`config.mk`:
```
export PLATFORM = sky130hd
export DESIGN_NAME = blink_code
export DESIGN_NICKNAME = d
export VERILOG_FILES = /design/src/rtl/blink_code_pkg.sv /design/src/rtl/blink_tick.sv /design/src/rtl/blink_code.sv
export SDC_FILE = /design/constraint.sdc
export NUM_CORES = 1
export LEC_CHECK = 0
export CORE_AREA = 5 5 94 96
export DETAILED_ROUTE_END_ITERATION = 16
export DIE_AREA = 0 0 99 101
export PLACE_DENSITY = 0.55
export SLEW_MARGIN = 0
export SYNTH_ARGS = -nofsm -noshare
export SYNTH_HDL_FRONTEND = slang
export SYNTH_SLANG_ARGS = --single-unit
```
`constraint.sdc`:
```
create_clock -name clk_i -period 2 [get_ports clk_i]
set_clock_uncertainty 0.1 [all_clocks]
set_input_delay 0.4 -clock clk_i [delete_from_list [all_inputs] [get_ports clk_i]]
set_output_delay 0.4 -clock clk_i [all_outputs]
set_load 0.02 [all_outputs]
```
`src/rtl/blink_code_pkg.sv`:
```
`default_nettype none
// ============================================================================
// Module      : blink_code_pkg
// Description : Shared state encodings, default timing constants and a small
//               helper for the blink-code LED controller.
// Revision    : 1.0  initial release
// ============================================================================
package blink_code_pkg;

    // FSM state encodings
    localparam logic [1:0] BC_IDLE = 2'd0;
    localparam logic [1:0] BC_ON   = 2'd1;
    localparam logic [1:0] BC_OFF  = 2'd2;
    localparam logic [1:0] BC_GAP  = 2'd3;

    // Default timing constants
    localparam int C_DEF_FREQUENCY = 25_000_000;
    localparam int C_DEF_TICK_HZ   = 10;
    localparam int C_DEF_ON_TICKS  = 2;
    localparam int C_DEF_OFF_TICKS = 3;
    localparam int C_DEF_GAP_TICKS = 10;
    localparam int C_DEF_CODE_W    = 4;

    // Largest of three phase lengths, used to size the phase counter
    function automatic int bc_max3(input int a, input int b, input int c);
        int m;
        m = (a > b) ? a : b;
        return (m > c) ? m : c;
    endfunction

endpackage
`default_nettype wire

```
`src/rtl/blink_tick.sv`:
```
`default_nettype none
// ============================================================================
// Module      : blink_tick
// Description : Reloadable prescaler. Counts 0..DIV and wraps, emitting a
//               one-cycle tick when the count equals DIV. clr_i holds the
//               counter at zero.
// Revision    : 1.0  initial release
// ============================================================================
module blink_tick #(
    parameter int DIV = 9
) (
    input  logic clk_i,
    input  logic rst_i,
    input  logic clr_i,
    output logic tick_o
);

    localparam int C_W = (DIV > 0) ? $clog2(DIV + 1) : 1;

    logic [C_W-1:0] r_cnt;
    logic           w_at_div;

    assign w_at_div = (r_cnt == C_W'(DIV));
    assign tick_o   = ~clr_i & w_at_div;

    // Free-running prescale counter, wraps DIV -> 0
    always_ff @(posedge clk_i) begin
        if (rst_i || clr_i) begin
            r_cnt <= '0;
        end else if (w_at_div) begin
            r_cnt <= '0;
        end else begin
            r_cnt <= r_cnt + C_W'(1);
        end
    end

endmodule
`default_nettype wire

```
`src/rtl/blink_code.sv`:
```
`default_nettype none
// ============================================================================
// Module      : blink_code
// Description : Blink-code LED controller. Displays code N as N equal pulses
//               followed by a long gap, repeating. New codes arrive over a
//               valid/ready handshake; one code may wait in a pending slot
//               and is picked up at the next frame end.
//               Optional macro BLINK_CODE_DONE_EN adds the done_o frame-end
//               pulse output.
// Revision    : 1.0  initial release
// ============================================================================
module blink_code
    import blink_code_pkg::*;
#(
    parameter int FREQUENCY = C_DEF_FREQUENCY,
    parameter int TICK_HZ   = C_DEF_TICK_HZ,
    parameter int ON_TICKS  = C_DEF_ON_TICKS,
    parameter int OFF_TICKS = C_DEF_OFF_TICKS,
    parameter int GAP_TICKS = C_DEF_GAP_TICKS,
    parameter int CODE_W    = C_DEF_CODE_W
) (
    input  logic              clk_i,
    input  logic              rst_i,
    input  logic [CODE_W-1:0] code_i,
    input  logic              load_i,
    output logic              ready_o,
    output logic              busy_o,
    output logic              led_o
`ifdef BLINK_CODE_DONE_EN
   ,output logic              done_o
`endif
);

    localparam int C_DIV    = FREQUENCY / TICK_HZ - 1;
    localparam int C_PH_MAX = bc_max3(ON_TICKS, OFF_TICKS, GAP_TICKS);
    localparam int C_PH_W   = $clog2(C_PH_MAX + 1);

    logic [1:0]        r_state;
    logic [1:0]        w_state_nxt;
    logic [CODE_W-1:0] r_cur_code;
    logic [CODE_W-1:0] r_remaining;
    logic [C_PH_W-1:0] r_phase;
    logic [CODE_W-1:0] r_pend_code;
    logic              r_pend_valid;
    logic              r_led;

    logic w_tick;
    logic w_xfer;
    logic w_on_last;
    logic w_off_last;
    logic w_gap_last;
    logic w_frame_end;

    // Prescaler is held cleared whenever idle, so the first ON phase after a
    // load starts from a fresh count.
    blink_tick #(
        .DIV (C_DIV)
    ) u_tick (
        .clk_i  (clk_i),
        .rst_i  (rst_i),
        .clr_i  (r_state == BC_IDLE),
        .tick_o (w_tick)
    );

    assign ready_o     = ~r_pend_valid;
    assign busy_o      = (r_state != BC_IDLE);
    assign led_o       = r_led;
    assign w_xfer      = load_i & ready_o;
    assign w_on_last   = w_tick & (r_phase == C_PH_W'(ON_TICKS - 1));
    assign w_off_last  = w_tick & (r_phase == C_PH_W'(OFF_TICKS - 1));
    assign w_gap_last  = w_tick & (r_phase == C_PH_W'(GAP_TICKS - 1));
    assign w_frame_end = (r_state == BC_GAP) & w_gap_last;

    // Next-state decode
    always_comb begin
        w_state_nxt = r_state;
        case (r_state)
            BC_IDLE: if (w_xfer && (code_i != '0)) w_state_nxt = BC_ON;
            BC_ON:   if (w_on_last)                w_state_nxt = BC_OFF;
            BC_OFF:  if (w_off_last)
                         w_state_nxt = (r_remaining > CODE_W'(1)) ? BC_ON : BC_GAP;
            BC_GAP:  if (w_gap_last)
                         w_state_nxt = (r_pend_valid && (r_pend_code == '0)) ? BC_IDLE : BC_ON;
            default: w_state_nxt = BC_IDLE;
        endcase
    end

    // FSM, code counters, phase counter, pending slot and LED register
    always_ff @(posedge clk_i) begin
        if (rst_i) begin
            r_state      <= BC_IDLE;
            r_cur_code   <= '0;
            r_remaining  <= '0;
            r_phase      <= '0;
            r_pend_code  <= '0;
            r_pend_valid <= 1'b0;
            r_led        <= 1'b0;
        end else begin
            r_state <= w_state_nxt;
            // Register the LED from the next state so it tracks ON exactly
            r_led   <= (w_state_nxt == BC_ON);

            if (w_state_nxt != r_state) begin
                r_phase <= '0;
            end else if (w_tick && (r_state != BC_IDLE)) begin
                r_phase <= r_phase + C_PH_W'(1);
            end

            case (r_state)
                BC_IDLE: begin
                    if (w_xfer && (code_i != '0)) begin
                        r_cur_code  <= code_i;
                        r_remaining <= code_i;
                    end
                end
                BC_OFF: begin
                    if (w_off_last && (r_remaining > CODE_W'(1))) begin
                        r_remaining <= r_remaining - CODE_W'(1);
                    end
                end
                BC_GAP: begin
                    if (w_frame_end) begin
                        if (r_pend_valid && (r_pend_code != '0)) begin
                            r_cur_code  <= r_pend_code;
                            r_remaining <= r_pend_code;
                        end else if (!r_pend_valid) begin
                            r_remaining <= r_cur_code;
                        end
                        r_pend_valid <= 1'b0;
                    end
                end
                default: ;
            endcase

            // A transfer can only happen with the slot empty, so it never
            // collides with a consumption; it takes priority over the clear.
            if (w_xfer && (r_state != BC_IDLE)) begin
                r_pend_code  <= code_i;
                r_pend_valid <= 1'b1;
            end
        end
    end

`ifdef BLINK_CODE_DONE_EN
    logic r_done;

    // One-cycle pulse in the first cycle after each frame end
    always_ff @(posedge clk_i) begin
        if (rst_i) begin
            r_done <= 1'b0;
        end else begin
            r_done <= w_frame_end;
        end
    end

    assign done_o = r_done;
`endif

endmodule
`default_nettype wire
```
Yosys cells after proc, flatten, opt, wreduce, memory -nomap -nowiden
Index checks and enable logic that the tools add are counted.
- add/subtract/negate cells: 3
- $lt $le $gt $ge: 1
- equal/unequal tests: 14
- mux-type cells: 19
- bitwise logic cells: 8
- reduce and logical (&&, ||, !) cells: 21
- operator list (cell ; count):
    $mux W4 ; 7
    $add A22 B1 Y22 const B ; 1
    $eq A22 B22 Y1 const B ; 1
    $pmux W4 S3 ; 1
    $mux W2 ; 5
    $pmux W2 S4 ; 1
    $pmux W4 S2 ; 1
    $reduce_bool A2 Y1 ; 4
    $reduce_bool A4 Y1 ; 2
    $and A1 B1 Y1 ; 6
    $logic_and A1 B1 Y1 ; 6
    $ne A2 B2 Y1 const B ; 3
    $reduce_and A5 Y1 ; 1
    $add A4 B1 Y4 const B ; 1
    $eq A2 B1 Y1 const B ; 2
    $eq A2 B2 Y1 const B ; 2
    $eq A4 B1 Y1 const B ; 1
    $eq A4 B2 Y1 const B ; 1
    $eq A4 B4 Y1 const B ; 1
    $gt A4 B1 Y1 const B ; 1
    $logic_not A4 Y1 ; 1
    $mux W1 ; 4
    $reduce_and A4 Y1 ; 1
    $reduce_or A2 Y1 ; 2
    other kinds (9) ; 10
- register bits after elaboration: 42
- input port bits: 7
- output and inout bits: 3

Logic depth before layout (Yosys ltp)
- word-level depth: 8
- depth in mapped cells: 8
- depth with buffers taken out: 7

Cells and area by module
A second synthesis with hierarchy kept.
- cell total of the unflattened synthesis: 269
- area, all modules: 2318.5 sq um
- by module, submodules not included (module ; instances ; cells each ; area an instance (sq um) ; sequential area each (sq um)):
    blink_code ; 1 ; 151 ; 1280.0 ; 400.4
    blink_tick ; 1 ; 118 ; 1038.5 ; 440.4

Worst setup path after synthesis
Ideal clock, no wire load.
- kind: input port to flip-flop
- from: in code_i[3]
- to: reg r_remaining[1]
- library setup time: 0.121 ns
- arrival: 1.738 ns
- data required time: 1.779 ns
- path slack: 0.042 ns
- stages on the path: 5
- buffers on the path: 0
- cells stage by stage: or4_1 > nand2_1 > nor2_1 > a31oi_2 > mux2_2
- cells in the longest elaborated chain, start to end: 4
- ends and longest elaborated chain (element ; line ; RTL):
    start: declaration ; blink_code.sv:24 ; input logic [CODE_W-1:0] code_i,
    $reduce_bool A4 Y1 ; blink_code.sv:111 ; if (w_xfer && (code_i != '0)) begin
    $logic_and A1 B1 Y1 ; blink_code.sv:111 ;
    $ne A2 B2 Y1 (no line) ; - ;
    $reduce_and A5 Y1 (no line) ; - ;
    end signal: assignment ; blink_code.sv:113 ; r_remaining <= code_i;
    end signal: assignment ; blink_code.sv:118 ; r_remaining <= r_remaining - CODE_W'(1);
    end signal: assignment ; blink_code.sv:125 ; r_remaining <= r_pend_code;
    end: declaration ; blink_code.sv:41 ; logic [CODE_W-1:0] r_remaining;
Every way passes these cells.
A chain may end at the register's enable or synchronous reset.

Final worst setup path
- from: reg u_tick.r_cnt[19]
- to: reg r_remaining[3]
- cells in the longest elaborated chain, start to end: 6
- ends and longest elaborated chain (element ; line ; RTL):
    start: declaration ; blink_tick.sv:20 ; logic [C_W-1:0] r_cnt;
    start signal: assignment ; blink_tick.sv:33 ; r_cnt <= r_cnt + C_W'(1);
    $eq A22 B22 Y1 * ; blink_tick.sv:23 ; assign w_at_div = (r_cnt == C_W'(DIV));
    $and A1 B1 Y1 * ; blink_tick.sv:24 ; assign tick_o = ~clr_i & w_at_div;
    $and A1 B1 Y1 (on tied branches) ; blink_code.sv:71, blink_code.sv:70 ;
    $and A1 B1 Y1 or $logic_and A1 B1 Y1 (tied branches) ; blink_code.sv:72, blink_code.sv:117 ;
    $ne A2 B2 Y1 (no line) ; - ;
    $reduce_and A5 Y1 (no line) * ; - ;
Mark *: on every way between the ends. The rest lies on a longest branch, timed or not.

==> results.md <==
* Status: finished clean
* Most frequent cells after synthesis: nor2_1, dfxtp_1, xnor2_1
* Congestion Overflow GR at 0
* GP Congestion at 0.8178
* Setup crit start: u_tick.r_cnt[19]$_SDFF_PP0_
* Crit path DAT at 2.04 ns
* Clock Sinks at 42
* HP Class: reg -> reg
* CP delay by family, top: simple AND/OR/NAND/NOR gates
* Die Y at 101 microns
* All-Layer GR Usage at 0.1149
* Clk_lat worst skew at 0.29 ns
* RR Startpoint: u_tick.r_cnt[19]$_SDFF_PP0_
* Clk pin slew, worst setup/hold paths at 0.09 ns
* Drt total wl at 5494 microns
* Via/cell ratio at 4.888
* N_diodes at 0
* Final nets at 328
* CTS root buffer: clkbuf_8
* Unique masters post-synth at 53
* Post-synth EDFFs at 0
* Tcrit/Tclk final at 0.9723
* Static Leak at 1.087 nW
* Maximum clock insertion buffer count at 2
* CP Class: reg -> reg
* Fmax at 0.5142 GHz
* Crit path time final at 1.945 ns
* FILL cells at 835
* Final std cells w/o fill at 421
* TritonRoute pass-1 iters at 4
* Max-Cap Viols at 0
* CTS tree: built
* Post-synthesis register bit count at 42
* Synth top area share at 0.3656
* Placed insts at 410
* Syn avg cell area at 8.581 sq um
* Die width at 99 microns
* CP required at 2.09 ns
* Final core occ at 0.3737
* Die area at 9999 sq um
* Sequential cell area fraction in the yosys report at 0.3656
* Detail Route Antenna Nets at 0
* Global-route wire length before repair at 9439 microns
* Crit-path max cell delay at 0.36 ns
* Syn Inst Count at 268
* Hold path startpoint: r_remaining[0]$_SDFFE_PP0P_
* Hold bufs inserted after CTS at 0
* CP Capture Type: flop
* Cell area after synthesis at 2300 sq um
* Crit-path max FO at 9
* Worst Tran Pin Value at 0.4789 ns
* Hold Fails Final Rpt at 0
* Hold slack at 0.4042 ns
* Drt drc at 0
* Most frequent cell after synthesis: nor2_1
* Min setup slack post-route at 0.05537 ns
* Final setup fails at 0
* Pre-CTS setup slack at -0.4388 ns
* Post-synth top flop: dfxtp_1
* HPWL after detailed placement at 4097 microns
* VDD IR-drop max at 0.3238 mV
* Initial antenna violation count at 0
* Vias in the first global route at 2,047
* Port bufs at 9
* Largest net degree at the start of global routing at 23
* Pwr per Cell Area at 589.0 nW/um^2
* Critical path, cell by cell: nor4_4, nand4_2, buf_6, a211oi_4, a31oi_4, mux2_4
* Iteration-0 DRC Markers at 96
* CTS H-tree lvls at 2
* Max Slew Vio Count at 0
* Routed WL per cell at 13.05 microns
* Layout cells sized above 1 at 0.2468
* Post-Syn Nets at 281
* Area Overhead vs Synth at 29.49%
* Via count at 2,058
* Synth warn at 0
* Placeable Area at 7969 sq um
* Startpoint types: flop
* Biggest area consumer among synthesized cells: dfxtp_1
* Slowest stage cell on the critical path: dfxtp_2
* Synth top area cells: dfxtp_1, nor2_1, xnor2_1, nand3_1, ha_1
* Starting Density at 0.2886
* CP Buf/Inv Count at 1
* Slew margin rel. at 0.6725
* # rows at 33
* Cts bufs inserted at 5
* Synth async-reset ratio at 0
* Ports at 10
[power breakdown]
group / internal [mW] / switching (mW)
Clock: 0.374 / 0.279
Sequential: 0.861 / 0.0241
Combinational: 0.107 / 0.110
Total: 1.34 / 0.413
[registers in the layout, summed over array words and instances (netlist names)]
register,flops
led_o,1
r_cur_code,4
r_pend_code,4
r_pend_valid,1
r_phase,4
r_remaining,4
r_state,2
u_tick.r_cnt,22
[cell families after synthesis]
family          Yosys count  share of synthesized area
mux                      10                    0.04516
compound gates           36                     0.1240
simple gates            126                     0.2954
fa+ha+maj                 6                    0.03264
buf+inv                  23                    0.04190
xor+xnor                 25                    0.09521
flops                    42                     0.3656
[worst paths after layout]
path                                                    end  slack, ns  cells past startpoint
worst max-delay path            r_remaining[3]$_SDFFE_PP0P_       0.06                      6
worst min-delay path            r_remaining[0]$_SDFFE_PP0P_       0.40                      2
worst max register to register  r_remaining[3]$_SDFFE_PP0P_       0.06                      6
worst min register to register  r_remaining[0]$_SDFFE_PP0P_       0.40                      2
[per-stage QoR]
stage	area, sq um	total power [mW]	TNS, ns
global placement	2771	1.104	-3.830
detailed placement	2771	1.106	-3.993
CTS	2918	1.772	0
floorplan	2300	1.011	0
finish	2978	1.754	0
global route	2978	1.851	-0.04743
[cell type report]
| type | count | area (sq um) | area share |
|---|---|---|---|
| Multi-Input combinational cell | 203 | 1433 | 0.4811 |
| Clock buffer | 7 | 76.32 | 0.02563 |
| Clock inverter | 1 | 30.03 | 0.01008 |
| Sequential cell | 42 | 845.8 | 0.2840 |
| Inverter | 13 | 48.80 | 0.01639 |
| Timing Repair Buffer | 50 | 412.9 | 0.1387 |
| Tap cell | 105 | 131.4 | 0.04412 |
[routing by layer]
metal  global-route usage  wire [microns]
met1               0.1417            2440
met2               0.1983            2785
met3              0.02976             241
met4              0.03151              27
met5                    0               0
[cell usage in the layout (no fill, tap or decap), types with 6 or more instances in the layout]
cell	netlist	routed
dfxtp_1	42	38
inv_1	13	13
xnor2_1	19	19
o21ai_0	10	9
xor2_1	6	6
buf_4	0	39
nand2_1	18	17
nand3_1	17	17
nor2_1	46	46
mux2i_1	7	7
[timing repair]
item,4_1_cts,5_1_grt
buffers inserted,1,2
pin swaps,4,8
gates resized for setup,11,14
setup endpoints to repair,8,18
[worst reg2reg max path: cells and delay by family (launching register included)]
kind / cells / cell delay (ns)
AOI/OAI and AO/OA: 2 / 0.43
buffers and inverters: 1 / 0.17
DFF: 1 / 0.36
muxes: 1 / 0.32
and+or+nand+nor: 2 / 0.47
No activity file was read; power rests on OpenSTA's default activity.
